--- src/rtl/prog_fetch_exec_pkg.sv ---
// Shared definitions for the fetch/decode/execute core: opcodes, instruction
// field positions and FSM state encodings.
package prog_fetch_exec_pkg;

    localparam logic [3:0] OP_NOP  = 4'b0000;
    localparam logic [3:0] OP_LOAD = 4'b0001;
    localparam logic [3:0] OP_ADD  = 4'b0010;
    localparam logic [3:0] OP_JMP  = 4'b1100;
    localparam logic [3:0] OP_OUT  = 4'b1111;

    localparam int OP_HI  = 15;
    localparam int OP_LO  = 12;
    localparam int RD_HI  = 11;
    localparam int RD_LO  = 9;
    localparam int RS_HI  = 8;
    localparam int RS_LO  = 6;
    localparam int IMM_HI = 7;
    localparam int IMM_LO = 0;

    typedef enum logic [1:0] {
        ST_FETCH  = 2'b00,
        ST_DECODE = 2'b01,
        ST_EXEC   = 2'b10
    } state_e;

    function automatic logic op_is_legal(input logic [3:0] op);
        return (op == OP_NOP) || (op == OP_LOAD) || (op == OP_ADD) ||
               (op == OP_JMP) || (op == OP_OUT);
    endfunction

endpackage

--- src/rtl/prog_regfile.sv ---
// Register file: NREGS x DATA_W, two asynchronous read ports, one synchronous
// write port, synchronous clear on rst.
module prog_regfile #(
    parameter int DATA_W = 8,
    parameter int NREGS  = 8,
    parameter int IDX_W  = $clog2(NREGS)
) (
    input  logic              clk,
    input  logic              rst,
    input  logic              we,
    input  logic [IDX_W-1:0]  waddr,
    input  logic [DATA_W-1:0] wdata,
    input  logic [IDX_W-1:0]  raddr_a,
    input  logic [IDX_W-1:0]  raddr_b,
    output logic [DATA_W-1:0] rdata_a,
    output logic [DATA_W-1:0] rdata_b
);

    logic [DATA_W-1:0] regs_q [NREGS];
    logic [DATA_W-1:0] regs_d [NREGS];

    always_comb begin
        regs_d = regs_q;
        if (we) begin
            regs_d[waddr] = wdata;
        end
    end

    always_ff @(posedge clk) begin
        if (rst) begin
            for (int i = 0; i < NREGS; i++) begin
                regs_q[i] <= '0;
            end
        end else begin
            regs_q <= regs_d;
        end
    end

    assign rdata_a = regs_q[raddr_a];
    assign rdata_b = regs_q[raddr_b];

endmodule

--- src/rtl/prog_fetch_exec.sv ---
// Three-cycle fetch/decode/execute core reading a combinational program ROM,
// with pc, instruction register, operand latches and a registered output port.
module prog_fetch_exec
    import prog_fetch_exec_pkg::*;
#(
    parameter int ADDR_W = 4,
    parameter int DATA_W = 8,
    parameter int NREGS  = 8
) (
    input  logic              clk,
    input  logic              rst,
    input  logic              run,
    output logic [ADDR_W-1:0] rom_addr,
    input  logic [15:0]       rom_data,
    output logic [DATA_W-1:0] out_data,
    output logic              out_valid,
    output logic              illegal,
    output logic [ADDR_W-1:0] pc_dbg,
    output logic [1:0]        state_dbg
);

    state_e            state_q, state_d;
    logic [ADDR_W-1:0] pc_q, pc_d;
    logic [15:0]       ir_q, ir_d;
    logic [3:0]        op_q, op_d;
    logic [DATA_W-1:0] opa_q, opa_d;
    logic [DATA_W-1:0] opb_q, opb_d;
    logic [DATA_W-1:0] out_data_q, out_data_d;
    logic              out_valid_q, out_valid_d;
    logic              illegal_q, illegal_d;

    logic              rf_we;
    logic [DATA_W-1:0] rf_wdata;
    logic [DATA_W-1:0] rf_rdata_a;
    logic [DATA_W-1:0] rf_rdata_b;

    prog_regfile #(
        .DATA_W (DATA_W),
        .NREGS  (NREGS)
    ) u_regfile (
        .clk     (clk),
        .rst     (rst),
        .we      (rf_we),
        .waddr   (ir_q[RD_HI:RD_LO]),
        .wdata   (rf_wdata),
        .raddr_a (ir_q[RD_HI:RD_LO]),
        .raddr_b (ir_q[RS_HI:RS_LO]),
        .rdata_a (rf_rdata_a),
        .rdata_b (rf_rdata_b)
    );

    // ir still holds the executing instruction during EXEC, so rd and imm8
    // come straight from it; only the operands needed latching in DECODE.
    always_comb begin
        rf_we    = (state_q == ST_EXEC) && ((op_q == OP_LOAD) || (op_q == OP_ADD));
        rf_wdata = (op_q == OP_LOAD) ? DATA_W'(ir_q[IMM_HI:IMM_LO]) : (opa_q + opb_q);
    end

    always_comb begin
        state_d     = state_q;
        pc_d        = pc_q;
        ir_d        = ir_q;
        op_d        = op_q;
        opa_d       = opa_q;
        opb_d       = opb_q;
        out_data_d  = out_data_q;
        out_valid_d = 1'b0;
        illegal_d   = 1'b0;
        case (state_q)
            ST_FETCH: begin
                if (run) begin
                    ir_d    = rom_data;
                    state_d = ST_DECODE;
                end
            end
            ST_DECODE: begin
                op_d    = ir_q[OP_HI:OP_LO];
                opa_d   = rf_rdata_a;
                opb_d   = rf_rdata_b;
                state_d = ST_EXEC;
            end
            ST_EXEC: begin
                pc_d = (op_q == OP_JMP) ? ir_q[ADDR_W-1:0] : pc_q + 1'b1;
                if (op_q == OP_OUT) begin
                    out_data_d  = opa_q;
                    out_valid_d = 1'b1;
                end
                illegal_d = !op_is_legal(op_q);
                state_d   = ST_FETCH;
            end
            default: state_d = ST_FETCH;
        endcase
    end

    always_ff @(posedge clk) begin
        if (rst) begin
            state_q     <= ST_FETCH;
            pc_q        <= '0;
            ir_q        <= '0;
            op_q        <= OP_NOP;
            opa_q       <= '0;
            opb_q       <= '0;
            out_data_q  <= '0;
            out_valid_q <= 1'b0;
            illegal_q   <= 1'b0;
        end else begin
            state_q     <= state_d;
            pc_q        <= pc_d;
            ir_q        <= ir_d;
            op_q        <= op_d;
            opa_q       <= opa_d;
            opb_q       <= opb_d;
            out_data_q  <= out_data_d;
            out_valid_q <= out_valid_d;
            illegal_q   <= illegal_d;
        end
    end

    assign rom_addr  = pc_q;
    assign pc_dbg    = pc_q;
    assign state_dbg = state_q;
    assign out_data  = out_data_q;
    assign out_valid = out_valid_q;
    assign illegal   = illegal_q;

endmodule

--- config.mk ---
export PLATFORM = sky130hd
export DESIGN_NAME = prog_fetch_exec
export DESIGN_NICKNAME = d
export VERILOG_FILES = /design/src/rtl/prog_fetch_exec_pkg.sv /design/src/rtl/prog_regfile.sv /design/src/rtl/prog_fetch_exec.sv
export SDC_FILE = /design/constraint.sdc
export NUM_CORES = 1
export LEC_CHECK = 0
export CAP_MARGIN = 20
export CORE_MARGIN = 1
export CORE_UTILIZATION = 64
export CTS_BUF_LIST = sky130_fd_sc_hd__clkbuf_8
export CTS_CLUSTER_SIZE = 16
export DETAILED_ROUTE_END_ITERATION = 12
export GPL_ROUTABILITY_DRIVEN = 0
export GPL_TIMING_DRIVEN = 0
export PLACE_DENSITY = 0.86
export SYNTH_ARGS = -nofsm -noshare
export SYNTH_HDL_FRONTEND = slang
export SYNTH_SLANG_ARGS = --single-unit
export TNS_END_PERCENT = 10
--- constraint.sdc ---
create_clock -name clk -period 4.95 [get_ports clk]
set_clock_uncertainty 0.1 [all_clocks]
set_input_delay 0.7425 -clock clk [delete_from_list [all_inputs] [get_ports clk]]
set_output_delay 0.7425 -clock clk [all_outputs]
set_load 0.03 [all_outputs]
# [Word level (Yosys, flattened, before mapping)]
# Cells that the tools add are included.
[totals] ff_bits=116 latchBits=0 mem_bits_rw=0 mem_bits_ro=0 input_bits=19 out_inout_bits=20 elab_cells=59 n_memories=0
[op_classes] addsub=2 mul=0 div_mod_pow=0 order_cmp=3 n_eq_ne=7 n_shift=0 mux=14 n_bitwise=3 reduce_logical=13
[op_table] op="bitwise mux 64 bit" count=1
[op_table] op="binary-select mux 8 bit (select 3 bit)" count=2
[op_table] op="two-way mux 8 bit" count=6
[op_table] op="demux 8 bit (select 3 bit)" count=1
[op_table] op="adder 8 bit" count=1
[op_table] op="equality test 4 bit (second input constant)" count=2
[op_table] op=">= comparator 4 bit (second input constant)" count=2
[op_table] op="NOT 3 -> 4 bit" count=2
[op_table] op="logical OR 1 bit" count=5
[op_table] op="adder 4 x 1 -> 4 bit (second input constant)" count=1
[op_table] op="equality test 4 x 1 -> 1 bit (second input constant)" count=1
[op_table] op="equality test 4 x 2 -> 1 bit (second input constant)" count=1
[op_table] op="logical NOT 4 bit" count=1
[op_table] op="< comparator 4 x 1 -> 1 bit (second input constant)" count=1
[op_table] op="two-way mux 4 bit" count=1
[op_table] op="one-hot mux 2 bit (2 select lines)" count=1
[op_table] op="AND reduction 2 bit" count=2
[op_table] op="equality test 2 x 1 -> 1 bit (second input constant)" count=1
[op_table] op="equality test 2 bit (second input constant)" count=1
[op_table] op="logical AND 1 bit" count=2
[op_table] op="logical NOT 2 bit" count=1
[op_table] op="two-way mux 2 bit" count=1
[op_table] op="!= test 2 bit (second input constant)" count=1
[op_table] op="OR reduction 2 bit" count=1
[op_table] op="3 further kinds" count=3

# [Logic depth before layout (Yosys ltp)]
[logic_depth] word_depth=6 depth_mapped=8 depth_no_buf=8

# [Cells and area by module]
# Synthesis repeated with hierarchy kept, for this count alone.
[hier_totals] hier_cells=625 hier_area_um2=5886.9
[modules_own_cells] module="prog_regfile" instances=1 cells_each=330 area_per_inst_um2=3478.3 seq_area_each_um2=1281.2
[modules_own_cells] module="prog_fetch_exec" instances=1 cells_each=295 area_per_inst_um2=2408.6 seq_area_each_um2=1041.0

# [Worst setup path before layout]
# OpenSTA, ideal clock, no wires.
[synth_timing] kind="flip-flop to flip-flop" start="reg opa_q[0]" end="reg u_regfile.regs_q[36] (netlist bit)" setup_ns=0.086 arrival_ns=1.900 required_ns=4.764 path_slack_ns=2.864 path_stages_with_launch=9 n_path_buf=0 synth_period_minus_slack_ns=2.086 cell_sequence="dfxtp_1 -> ha_1 -> inv_1 -> fa_1 -> nor2b_1 -> o21ai_0 -> a211oi_1 -> a211oi_4 -> a211oi_1"
[synth_between] elab_chain_len=3
[synth_rtl] element="from (decl)" line="prog_fetch_exec.sv:26" rtl="logic [DATA_W-1:0] opa_q, opa_d;"
[synth_rtl] element="from (signal assigned)" line="prog_fetch_exec.sv:111" rtl="opa_q <= opa_d;"
[synth_rtl] element="adder 8 bit" line="prog_fetch_exec.sv:56" rtl="rf_wdata = (op_q == OP_LOAD) ? DATA_W'(ir_q[IMM_HI:IMM_LO]) : (opa_q + opb_q);"
[synth_rtl] element="two-way mux 8 bit" line="prog_fetch_exec.sv:56"
[synth_rtl] element="bitwise mux 64 bit" line="prog_regfile.sv:25" rtl="regs_d[waddr] = wdata;"
[synth_rtl] element="to (signal assigned)" line="prog_regfile.sv:35" rtl="regs_q <= regs_d;"
[synth_rtl] element="to (decl)" line="prog_regfile.sv:19" rtl="logic [DATA_W-1:0] regs_q [NREGS];"
# Every way passes these cells.
# A chain may end at the register's enable or synchronous reset.

# [Final worst setup path]
[layout_timing] start="reg ir_q[11]" end="reg opa_q[0]"
[layout_between] elab_chain_len=4
[layout_rtl] element="from (decl)" line="prog_fetch_exec.sv:24" rtl="logic [15:0] ir_q, ir_d;"
[layout_rtl] element="from (signal assigned)" line="prog_fetch_exec.sv:109" rtl="ir_q <= ir_d;"
[layout_rtl] element="NOT 3 -> 4 bit (implied by the code)" line="prog_regfile.sv:39" rtl="assign rdata_a = regs_q[raddr_a];"
[layout_rtl] element="binary-select mux 8 bit (select 3 bit)" line="prog_regfile.sv:39"
[layout_rtl] element="two-way mux 8 bit (implied by the code) (2 in a row)" line="prog_regfile.sv:39"
# Every way passes these cells. The select of a mux whose other input is x is not followed.

==> key figures <==
Timing
  • Final setup vio count: 0
  • Achievable frequency: 376 MHz
  • Period utilization: 0.538
  • Max-Slew Margin vs Limit: 0.398
  • Slew Viols, Final: 0
  • RSZ-0062 raised after global routing: no
  • Fin. Hold Viols: 0
  • TNS Setup: 0 ps
  • Final worst path period need: 2660 ps
  • Worst-Margin Slew: 880 ps

Synth
  • Post-synth ARST share: 0
  • Synth top cells by count: dfxtp_1, nor2_1, nand2_1
  • Leading area contributor after synthesis: dfxtp_1
  • Synth Flop Type: dfxtp_1
  • Mux cell area share after synthesis: 0.181
  • Compound-Gate Fraction of Synth Area: 0.173
  • Largest family of logic cells by synthesized area: multiplexers
  • Post-synth EDFFs: 0
  • Post-synth top area share: 0.410
  • Post-Syn Nets: 612
  • Post-Synth Adder-Cell Area: 0.0212
  • Post-synthesis sequential area ratio: 0.410
  • Dominant cells by area after synthesis: dfxtp_1, mux4_2, mux2i_1, a211oi_1, nor2_1
  • Simple-gate portion of the synthesized area: 0.160
  • Most common cell in the netlist: dfxtp_1
  • Post-Syn Area: 5670 um2
  • Synthesis-stage register bit count: 116
  • Post-synth cell types: 61
  • Synth Area in XOR/XNOR: 0.00750
  • Mapped Cells: 584
  • Yosys warns: 0
  • Avg Cell Area, Syn: 9.71 um2

Critical path
  • Critical Path Source Type: flip-flop
  • Endpoint class of the critical path: flip-flop
  • Setup CP Type: reg -> reg
  • Worst Path Required: 5160 ps
  • Cell mode on critical path: buf_2
  • Worst reg2reg setup slack: 2290 ps
  • R2r startpoint: ir_q[11]
  • Buffer and inverter count on the worst path: 3
  • Crit path largest cell delay: 780 ps
  • CP arrival: 2870 ps
  • Crit-path cells: buf_2 -> buf_2 -> buf_2 -> nand3b_1 -> a21oi_1 -> a2111oi_0 -> nor2_1
  • R2r worst-path depth: 7
  • Delay-heaviest family, CP: buffers and inverters
  • Worst-path fanout max: 10
  • Slowest CP cell: a2111oi_0
  • FF-to-FF End: opa_q[0]

Finish
  • Area of the multi-input gates: 3070 um2
  • Fillcell total: 535
  • Nets: 669
  • Synth-to-layout area growth: 16.4%
  • Finished Layout Cells: 759
  • Ant diodes: 0
  • Register area: 2320 um2
  • Final Util: 0.787
  • Proportion of layout cells with a drive suffix above 1: 0.164

Die
  • Die height: 96.1 um
  • Num ports: 39
  • Num rows: 33
  • Core Area: 8380 um2
  • Die footprint: 9240 um2
  • Die width: 96.1 um
  • Initial core utilization: 0.677

Route
  • Via count: 5,028
  • Wire per inst: 21.5 um
  • Post-DR vias/cell: 6.62
  • DR iter-0 viols: 568
  • Antenna-violating nets left: 0
  • Routed wire length: 16,300 um
  • DRC violations left: 0
  • DRT Pass-1 Iters: 7

CTS
  • Clk sinks: 116
  • # Post-CTS Setup Buffers: 0
  • Cts hold-fix bufs: 0
  • H-tree depth: 4
  • CTS clk-pin slew, worst paths: 80 ps
  • CTS resizes: 0
  • Inserted Clock Buffers: 17
  • CTS tree: done
  • Root Driver: clkbuf_8
  • CTS Buffer Depth: 2
  • Worst-Skew Late Latency: 460 ps

Power and ir drop
  • Total power: 0.00211 W
  • Pwr dens: 320 nW/um2
  • Leak: 2.19 nW
  • VDD IR max: 0.000311 V

Placement
  • Post-DP HPWL: 11,200 um
  • PortBufs: 38
  • Placed cell count: 727

GRT
  • Largest net degree at the start of global routing: 17
  • Vias in the first global route: 4,988
  • GRT Overall Usage: 0.382
  • Antenna violations before repair: 0
  • First-pass GRT wire length: 25,600 um
  • Congestion Overflow GR: 0

Min path
  • Hold Path Depth: 2
  • Hold Path Sink: ir_q[13]
  • Hold Crit Start: ir_q[13]
  • Worst hold path class: reg -> reg

Outcome
  • Outcome: finished clean

Run
  • Maxcap violations: 0
metrics by stage:
stage | area, um2 | worst slack, ps | hold slack (ps)
CTS | 6600 | 2410 | 364
global route | 6600 | 2300 | 391
finish | 6600 | 2290 | 364
detailed placement | 6180 | 2380 | 352
global placement | 6180 | 2430 | 346
floorplan | 5670 | 2860 | 332
how the worst max path moves through the flow:
| stage | end | from | depth (start not counted) | slack, ps |
|---|---|---|---|---|
| 2_1_floorplan | u_regfile.regs_q[36] | opa_q[0] | 8 | 2860 |
| 3_3_place_gp | u_regfile.regs_q[33] | rst | 4 | 2430 |
| 3_5_place_dp | out_data[7] | rst | 4 | 2380 |
| 4_1_cts | rom_addr[0] | pc_dbg[0] | 2 | 2410 |
| 5_1_grt | opa_q[0] | ir_q[11] | 7 | 2300 |
| 6_report | opa_q[0] | ir_q[11] | 7 | 2290 |
routing by layer:
metal	global-route usage	vias up	wire [um]
li1	-	2246	-
met1	0.463	2387	6180
met2	0.600	333	7800
met3	0.142	62	1840
met4	0.178	0	495
met5	0	-	0
logic make-up (layout without fill, tap and decap cells):
| kind of cell | after synthesis | count (layout) |
|---|---|---|
| AOI/OAI and AO/OA | 148 | 148 |
| xor gates and xnor gates | 4 | 4 |
| adders and majority gates | 9 | 9 |
| buffers and inverters | 56 | 126 |
| DFF | 116 | 116 |
| muxes | 71 | 71 |
| and+or+nand+nor | 180 | 180 |
flip-flops by register name (all words and copies together) (netlist names):
register / flops
opa_q: 8
opb_q: 8
pc_dbg: 4
illegal: 1
out_valid: 1
op_q: 4
u_regfile.regs_q: 64
ir_q: 16
out_data: 8
state_dbg: 2
cells in the final DEF (no fill, tap or decap), types with 3 or more instances in the layout:
master and n:
a211oi_1 50, a21oi_1 45, a221oi_1 3, a31oi_1 3
buf_2 9, buf_4 10, bufinv_16 3, clkbuf_1 25
clkbuf_8 17, clkdlybuf4s50_1 38, clkinv_2 3, clkinv_4 5
dfxtp_1 116, ha_1 8, inv_1 7, mux2_2 4
mux2i_1 40, mux2i_2 3, mux4_2 24, nand2_1 61
nand3_1 5, nand3b_1 3, nor2_1 77, nor2b_1 5
nor3_1 5, nor3_4 4, o211ai_1 4, o21ai_0 25
worst register-to-register path, delay by kind of cell (launching register included):
| family | cells | cell delay, ps |
|---|---|---|
| AOI/OAI and AO/OA | 2 | 860 |
| buffers and inverters | 3 | 980 |
| DFF | 1 | 320 |
| and+or+nand+nor | 2 | 270 |
layout make-up:
type | instances | share of cell area
plain buffers | 48 | 0.0370
clock inverters | 15 | 0.0275
flip-flops and latches | 116 | 0.352
inverters | 8 | 0.00455
clock buffers | 17 | 0.0355
well taps | 105 | 0.0199
multi-input cells | 412 | 0.466
repair buffers | 38 | 0.0577
report_power, final:
part | internal, W | switching [W] | leakage, nW
sequential | 0.000952 | 0.0000183 | 0.939
combinational | 0.0000736 | 0.000139 | 1.04
clock | 0.000500 | 0.000429 | 0.206
total | 0.00153 | 0.000586 | 2.19
No activity file was read; power rests on OpenSTA's default activity.
